[config.mk]
export PLATFORM = sky130hd
export DESIGN_NAME = idex_hazard_ctrl
export DESIGN_NICKNAME = d
export VERILOG_FILES = /design/src/rtl/idex_hazard_ctrl_pkg.sv /design/src/rtl/idex_hazard_ctrl_sat_counter.sv /design/src/rtl/idex_hazard_ctrl.sv
export SDC_FILE = /design/constraint.sdc
export NUM_CORES = 1
export LEC_CHECK = 0
export CAP_MARGIN = 20
export CORE_AREA = 5 5 90 92
export DETAILED_ROUTE_END_ITERATION = 8
export DIE_AREA = 0 0 95 97
export PLACE_DENSITY = 0.64
export SYNTH_ARGS = -nofsm -noshare
export SYNTH_HDL_FRONTEND = slang
export SYNTH_SLANG_ARGS = --single-unit
[constraint.sdc]
create_clock -name clk_i -period 2.1 [get_ports clk_i]
set_input_delay 0.42 -clock clk_i [delete_from_list [all_inputs] [get_ports clk_i]]
set_output_delay 0.42 -clock clk_i [all_outputs]
set_load 0.05 [all_outputs]
[src/rtl/idex_hazard_ctrl_pkg.sv]
// Shared definitions for the ID/EX hazard controller: state encoding,
// control field widths and the load-use hazard test.
package idex_hazard_ctrl_pkg;

  typedef enum logic [1:0] {
    RUN_WAIT = 2'd0,
    IDLE     = 2'd1,
    STALL    = 2'd2
  } state_e;

  localparam int WB_W     = 2;
  localparam int M_W      = 2;
  localparam int EX_W     = 4;
  localparam int MEMREAD  = 1;
  localparam int MEMWRITE = 0;
  localparam int REG_W    = 5;
  // Remaining-bubble counter width; enough for LOAD_STALL up to 7.
  localparam int REM_W    = 3;

  // A load in ID/EX whose destination is read by the instruction in IF/ID.
  // Register 0 is hard-wired, so it never creates a dependency.
  function automatic logic load_use_hazard(
    input logic             mem_read,
    input logic [REG_W-1:0] idex_rt,
    input logic [REG_W-1:0] ifid_rs,
    input logic [REG_W-1:0] ifid_rt,
    input logic             ifid_use_rt
  );
    return mem_read && (idex_rt != '0) &&
           ((idex_rt == ifid_rs) || (ifid_use_rt && (idex_rt == ifid_rt)));
  endfunction

endpackage

[src/rtl/idex_hazard_ctrl_sat_counter.sv]
// Saturating up-counter used for the hazard statistics; holds at all-ones.
module sat_counter
  import idex_hazard_ctrl_pkg::*;
#(
  parameter int CNT_W = 16
) (
  input  logic             clk_i,
  input  logic             rst_i,
  input  logic             inc_i,
  output logic [CNT_W-1:0] count_o
);

  logic [CNT_W-1:0] cnt_q;
  logic [CNT_W-1:0] cnt_d;

  // Next count: step on inc unless already at the ceiling.
  always_comb begin
    cnt_d = cnt_q;
    if (inc_i && (cnt_q != {CNT_W{1'b1}})) begin
      cnt_d = cnt_q + {{(CNT_W-1){1'b0}}, 1'b1};
    end
  end

  // Count register, cleared by the asynchronous active-low reset.
  always_ff @(posedge clk_i or negedge rst_i) begin
    if (!rst_i) begin
      cnt_q <= '0;
    end else begin
      cnt_q <= cnt_d;
    end
  end

  assign count_o = cnt_q;

endmodule

[src/rtl/idex_hazard_ctrl.sv]
// Decode-stage hazard controller: detects load-use hazards against ID/EX,
// stalls PC and IF/ID while injecting bubbles into ID/EX, flushes IF/ID on
// taken branches and keeps saturating hazard statistics.
module idex_hazard_ctrl
  import idex_hazard_ctrl_pkg::*;
#(
  parameter int LOAD_STALL = 1,
  parameter int CNT_W      = 16
) (
  input  logic             clk_i,
  input  logic             rst_i,
  input  logic [M_W-1:0]   idex_M_i,
  input  logic [REG_W-1:0] idex_rt_i,
  input  logic [REG_W-1:0] ifid_rs_i,
  input  logic [REG_W-1:0] ifid_rt_i,
  input  logic             ifid_use_rt_i,
  input  logic             branch_taken_i,
  input  logic [WB_W-1:0]  ctrl_WB_i,
  input  logic [M_W-1:0]   ctrl_M_i,
  input  logic [EX_W-1:0]  ctrl_EX_i,
  output logic [WB_W-1:0]  WB_o,
  output logic [M_W-1:0]   M_o,
  output logic [EX_W-1:0]  EX_o,
  output logic             pc_write_o,
  output logic             ifid_write_o,
  output logic             ifid_flush_o,
  output logic [CNT_W-1:0] stall_cnt_o,
  output logic [CNT_W-1:0] flush_cnt_o
);

  // Extra bubbles beyond the first one issued from IDLE.
  localparam logic [REM_W-1:0] REM_INIT = REM_W'(LOAD_STALL - 1);

  state_e           state_q, state_d;
  logic [REM_W-1:0] rem_q, rem_d;
  logic             haz;
  logic             bubble;
  logic             stall_inc;
  logic             flush_inc;

  // MemWrite in ID/EX does not create a load-use dependency.
  logic unused_memwrite;
  assign unused_memwrite = idex_M_i[MEMWRITE];

  // Load-use hazard against the instruction currently held in IF/ID.
  always_comb begin
    haz = load_use_hazard(idex_M_i[MEMREAD], idex_rt_i, ifid_rs_i,
                          ifid_rt_i, ifid_use_rt_i);
  end

  // Next state, bubble remainder and stage enables; stall beats branch.
  always_comb begin
    state_d      = state_q;
    rem_d        = rem_q;
    bubble       = 1'b1;
    pc_write_o   = 1'b0;
    ifid_write_o = 1'b0;
    ifid_flush_o = 1'b0;
    stall_inc    = 1'b0;
    flush_inc    = 1'b0;
    case (state_q)
      RUN_WAIT: begin
        state_d = IDLE;
      end
      IDLE: begin
        if (haz) begin
          stall_inc = 1'b1;
          if (LOAD_STALL > 1) begin
            state_d = STALL;
            rem_d   = REM_INIT;
          end
        end else begin
          bubble       = 1'b0;
          pc_write_o   = 1'b1;
          ifid_write_o = 1'b1;
          if (branch_taken_i) begin
            ifid_flush_o = 1'b1;
            flush_inc    = 1'b1;
          end
        end
      end
      STALL: begin
        stall_inc = 1'b1;
        if (rem_q <= REM_W'(1)) begin
          state_d = IDLE;
          rem_d   = '0;
        end else begin
          rem_d = rem_q - REM_W'(1);
        end
      end
      default: begin
        state_d = RUN_WAIT;
        rem_d   = '0;
      end
    endcase
  end

  // Control fields forwarded to ID/EX, zeroed whenever a bubble is issued.
  always_comb begin
    WB_o = bubble ? '0 : ctrl_WB_i;
    M_o  = bubble ? '0 : ctrl_M_i;
    EX_o = bubble ? '0 : ctrl_EX_i;
  end

  // State and bubble remainder registers.
  always_ff @(posedge clk_i or negedge rst_i) begin
    if (!rst_i) begin
      state_q <= RUN_WAIT;
      rem_q   <= '0;
    end else begin
      state_q <= state_d;
      rem_q   <= rem_d;
    end
  end

  sat_counter #(.CNT_W(CNT_W)) u_stall_cnt (
    .clk_i   (clk_i),
    .rst_i   (rst_i),
    .inc_i   (stall_inc),
    .count_o (stall_cnt_o)
  );

  sat_counter #(.CNT_W(CNT_W)) u_flush_cnt (
    .clk_i   (clk_i),
    .rst_i   (rst_i),
    .inc_i   (flush_inc),
    .count_o (flush_cnt_o)
  );

endmodule

**Word-level counts from Yosys, hierarchy flattened**

Index checks and enable logic that the tools add are counted.

- Order comparisons: 1
- Reduce and logical (&&, ||, !) cells: 10
- Add/sub/neg operators: 3
- Multiply operators: 0
- Shift operators: 0
- Multiplexer cells: 15
- Bitwise logic cells: 1
- Eq/ne operators: 7
- Div/mod/pow operators: 0

Operator list:

| operator | number |
|---|---|
| adder 16 x 1 -> 16 bit, second input constant | 2 |
| != test 16 bit, second input constant | 2 |
| == test 5 bit | 2 |
| 2-to-1 mux 1 bit | 7 |
| 2-to-1 mux 2 bit | 3 |
| one-hot mux 2 bit (3 select lines) | 1 |
| one-hot mux 3 bit (2 select lines) | 1 |
| logical AND 1 bit | 5 |
| nonzero test 5 bit | 1 |
| 2-to-1 mux 4 bit | 1 |
| less-or-equal comparator 3 x 1 -> 1 bit, second input constant | 1 |
| 2-to-1 mux 3 bit | 1 |
| subtractor 3 x 1 -> 3 bit, second input constant | 1 |
| == test 2 x 1 -> 1 bit, second input constant | 1 |
| == test 2 bit, second input constant | 1 |
| logical NOT 2 bit | 1 |
| != test 2 bit, second input constant | 1 |
| one-hot mux 1 bit (2 select lines) | 1 |
| AND reduction 2 bit | 1 |
| OR reduction 2 bit | 1 |
| logical OR 1 bit | 1 |
| inverter 1 bit | 1 |

- Output and inout bits: 43
- Logic and storage cells: 41
- Bits of input ports: 29
- Memories kept: 0
- Latch bits: 0
- Memory bits (read-only): 0
- Register bits after elaboration: 37
- Bits in writable memories: 0

**Longest topological paths before layout**

- Depth in word-level cells: 7
- Gate-level depth with buffers: 7
- Depth with buffers taken out: 7

**Cells and area by module**

Synthesis repeated with hierarchy kept, for this count alone.

- Cell total of the unflattened synthesis: 187
- Area, all modules: 2033.2 um^2

By module, submodules not included:

| module | area each (um^2) | instances | cells each | seq. area each (um^2) |
|---|---|---|---|---|
| sat_counter | 859.6 | 2 | 72 | 400.4 |
| idex_hazard_ctrl | 314.1 | 1 | 43 | 25.0 |

**Worst setup path before layout**

OpenSTA, ideal clock, no wires.

- Kind: input port to output port
- Start: in idex_rt_i[1]
- End: out EX_o[0]
- Slack: -0.496 ns
- Stages: 6
- Data arrival time: 2.176 ns
- Data required time: 1.680 ns
- Path buffers: 1
- Cell sequence: or4_1 > o21ai_2 > o21ai_2 > inv_1 > buf_2 > and2_1

- Longest elaborated chain between the ends: 7

Ends and longest elaborated chain:

| what | line | text |
|---|---|---|
| start: declaration | idex_hazard_ctrl.sv:13 | `input logic [REG_W-1:0] idex_rt_i,` |
| == test 5 bit | idex_hazard_ctrl_pkg.sv:30 | `((idex_rt == ifid_rs) \|\| (ifid_use_rt && (idex_rt == ifid_rt)));` |
| logical AND 1 bit | idex_hazard_ctrl_pkg.sv:30 |  |
| logical OR 1 bit | idex_hazard_ctrl_pkg.sv:30 |  |
| logical AND 1 bit * | idex_hazard_ctrl_pkg.sv:29 | `return mem_read && (idex_rt != '0) &&` |
| 2-to-1 mux 1 bit * | idex_hazard_ctrl.sv:66 | `if (haz) begin` |
| 2-to-1 mux 1 bit * | idex_hazard_ctrl.sv:61 | `case (state_q)` |
| 2-to-1 mux 4 bit * | idex_hazard_ctrl.sv:102 | `EX_o = bubble ? '0 : ctrl_EX_i;` |
| end: declaration | idex_hazard_ctrl.sv:23 | `output logic [EX_W-1:0] EX_o,` |

Every way passes the cells marked *; elsewhere a longest branch is shown, timed or not.

**Final worst setup path**

- Start: in ifid_rs_i[3]
- End: out WB_o[1]

- Longest elaborated chain between the ends: 6

Ends and longest elaborated chain:

| what | line | text |
|---|---|---|
| start: declaration | idex_hazard_ctrl.sv:14 | `input logic [REG_W-1:0] ifid_rs_i,` |
| == test 5 bit | idex_hazard_ctrl_pkg.sv:30 |  |
| logical OR 1 bit | idex_hazard_ctrl_pkg.sv:30 |  |
| logical AND 1 bit | idex_hazard_ctrl_pkg.sv:29 |  |
| 2-to-1 mux 1 bit | idex_hazard_ctrl.sv:66 |  |
| 2-to-1 mux 1 bit | idex_hazard_ctrl.sv:61 |  |
| 2-to-1 mux 2 bit | idex_hazard_ctrl.sv:100 | `WB_o = bubble ? '0 : ctrl_WB_i;` |
| end: declaration | idex_hazard_ctrl.sv:21 | `output logic [WB_W-1:0] WB_o,` |

No other way between the ends.

==> run_results.csv <==
group,metric,value,unit
timing,relSlewSlack,0.653,
yosys,synth-async-reset-ratio,1.00,
power,ir_drop,0.541,mV
clock_network,cts_sinks,33,
layout,stdcell_count,366,
critical_path,cpMaxStageDelayCell,"clkdlybuf4s50_1",
layout,stdcell_area,0.00298,mm²
clock_network,clock_latency,0.28,ns
grt,grt_first_pass_wirelength,7760,µm
grt,antenna_found_initial,1,
yosys,netlist_area,0.00176,mm²
drt,wl_per_cell,12.8,µm
clock_network,tritoncts,"done",
critical_path,critPathCaptureType,"output port",
critical_path,worstPathCellList,"clkdlybuf4s50_1, xor2_1, nor2_1, a32oi_2, o21ai_4, buf_4, inv_6, and2_4, buf_12",
drt,vias,1558,
power,p_leak,1.31,nW
floorplanning,rows,31,
floorplanning,initial_core_util,0.247,
floorplanning,die_x,95,µm
grt,overflow,0,
placement,dpl_cell_area,0.00285,mm²
drt,wirelength,4680,µm
power,power.density_cell_area,695,mW/mm²
yosys,postSynthCellCount,169,
critical_path,critPathKind,"in -> out",
worst_hold_path,hp-class,"reg -> reg",
critical_path,critPathMaxStageDelay,0.47,ns
timing,maxSlewViolCount,0,
timing,fin_crit,2.40,ns
grt,grt_pass1_vias,1621,
critical_path,critical_path_arrival,1.98,ns
yosys,yosysWarnings,0,
floorplanning,die_y,97,µm
critical_path,worstPathRequired,1.68,ns
flow_run,maxCapViolCount,0,
timing,timing.fmax,0.417,GHz
drt,drc,0,
clock_network,postCtsHoldBufs,0,
clock_network,cts.htree.levels,2,
clock_network,cts_made_buffers,5,
yosys,syn-mean-instance-area,10.4,µm²
status,outcome,"complete, but fails checks",
yosys,synth_cell_types,31,
layout,nNetsFinal,296,
critical_path,start_kind,"primary input",
grt,grt_max_degree,34,
placement,place.gp.congestion,0.813,
drt,viasPerCell,4.26,
layout,drive_gt1_frac,0.256,
timing,finClkSkew,0.00260,ns
drt,drtPass1Iterations,4,
timing,layout_setup_ws,-0.299,ns
floorplanning,core,0.00714,mm²
grt,grt_usage,0.107,
drt,drtIter0Drc,18,
timing,grt_setup_unrepaired,"true",
floorplanning,io_pins,72,
yosys,synth_nets,200,
yosys,synth_ff_type,"dfrtp_1",
yosys,synth-seq-cells,33,
yosys,seq_area_frac_synth,0.469,
timing,setup-violations-final,11,
layout,syn_to_final_growth,69.0,%
status,violations,"setup timing",
placement,dp_hpwl,3650,µm
clock_network,clk_pin_slew_worst_paths,0.06,ns
critical_path,cp_max_fo,6,
placement,placedCellCount,352,
drt,antenna_left,0,
yosys,synth-edff-count,0,
clock_network,clk_path_buf_depth,2,
floorplanning,dieArea,0.00922,mm²
timing,worst_slew_pin_slew,0.519,ns
placement,portBuffers,70,
timing,hold_viol,0,
timing,post-route-period-util,1.14,
clock_network,root_buffer,"clkbuf_8",
layout,nFillCells,702,
[final cells by class]
type,count,area [µm²],share of cell area
Clock inverter,2,10.0,0.00336
Multi-Input combinational cell,131,961,0.323
Tap cell,99,124,0.0416
Timing Repair inverter,1,7.51,0.00252
Clock buffer,6,72.6,0.0244
Antenna cell,1,2.50,0.000841
Inverter,3,16.3,0.00546
Sequential cell,33,826,0.277
Timing Repair Buffer,90,957,0.322
[through the flow]
step,TNS [ns],power [mW],worst slack (ns),utilization,hold slack (ns)
3_3_place_gp,-16.72,1.62,-0.579,0.399,0.478
3_5_place_dp,-16.99,1.62,-0.611,0.399,0.490
4_1_cts,-3.56,2.10,-0.341,0.418,0.499
2_1_floorplan,-1.18,1.28,-0.119,-,0.124
6_report,-3.17,2.07,-0.299,0.417,0.496
5_1_grt,-4.09,2.18,-0.408,0.417,0.521
[cell usage in the layout (no fill, tap or decap), types with 3 or more instances in the layout]
cell type	Yosys	routed
nand3_1	14	14
xor2_1	24	23
and2_4	0	9
nand4_1	7	7
xnor2_1	16	16
clkbuf_8	0	5
nand2_1	12	12
and3_1	4	4
buf_12	0	12
clkdlybuf4s50_1	0	45
buf_6	0	3
buf_4	1	19
nor2_1	14	14
nor3_1	8	8
dfrtp_1	33	33
dlygate4sd2_1	0	5
[metal layers]
metal | vias up | wire, µm | global-route usage
met2 | 37 | 2400 | 0.185
met1 | 742 | 1920 | 0.124
met5 | - | 0 | 0
met3 | 10 | 300 | 0.0349
met4 | 0 | 59 | 0.0300
li1 | 769 | - | -
[worst max-delay path, delay by kind of cell]
| kind | cells | cell delay [ns] |
|---|---|---|
| AND/OR/NAND/NOR | 2 | 0.22 |
| buffers and inverters | 4 | 0.83 |
| XOR/XNOR | 1 | 0.15 |
| AO/OA/AOI/OAI | 2 | 0.35 |
[flip-flops by register name, summed over array words and instances, names as in the netlist]
signal and cells:
u_stall_cnt.count_o 16, state_q 1, u_flush_cnt.count_o 16
[kinds of logic (layout without fill, tap and decap cells)]
group / count (synthesis) / after routing / share of synthesized area
flops: 33 / 33 / 0.469
other cells: 1 / 2 / 0.00213
xor+xnor: 40 / 40 / 0.199
buf+inv: 5 / 102 / 0.0135
compound gates: 7 / 7 / 0.0447
mux: 2 / 2 / 0.0128
simple gates: 79 / 79 / 0.245
fa+ha+maj: 2 / 2 / 0.0142
[repair_timing]
item,in CTS,in global routing
pin swaps,8,11
setup buffers,5,1
resized for setup,30,4
cloned,1,0
setup endpoints to repair,34,27
[synth_stat cells, drive strengths merged (3+ instances only)]
cell type  number  area share
and2           10       0.036
and3            4       0.014
dfrtp          33        0.47
inv             3      0.0064
nand2          12       0.026
nand3          14       0.040
nand4           7       0.025
nor2           14       0.030
nor3           11       0.043
o21ai           3       0.013
xnor2          16       0.080
xor2           24        0.12
[final timing paths]
path / start / end / depth (start not counted) / slack, ns
worst max register to register: u_stall_cnt.count_o[0] / u_stall_cnt.count_o[8] / 8 / 0.21
worst max-delay path: ifid_rs_i[3] / WB_o[1] / 9 / -0.30
worst min register to register: u_stall_cnt.count_o[9] / u_stall_cnt.count_o[9] / 1 / 0.50
min in group asynchronous: rst_i / u_flush_cnt.count_o[11] / 2 / 0.55
worst min-delay path: u_stall_cnt.count_o[9] / u_stall_cnt.count_o[9] / 1 / 0.50
max in group asynchronous: rst_i / u_stall_cnt.count_o[7] / 2 / 1.25
[power by group]
part           switching, mW  internal [mW]
Sequential            0.0935          0.710
Clock                  0.230          0.229
Combinational          0.481          0.326
Power figures use the tool's default switching activity.
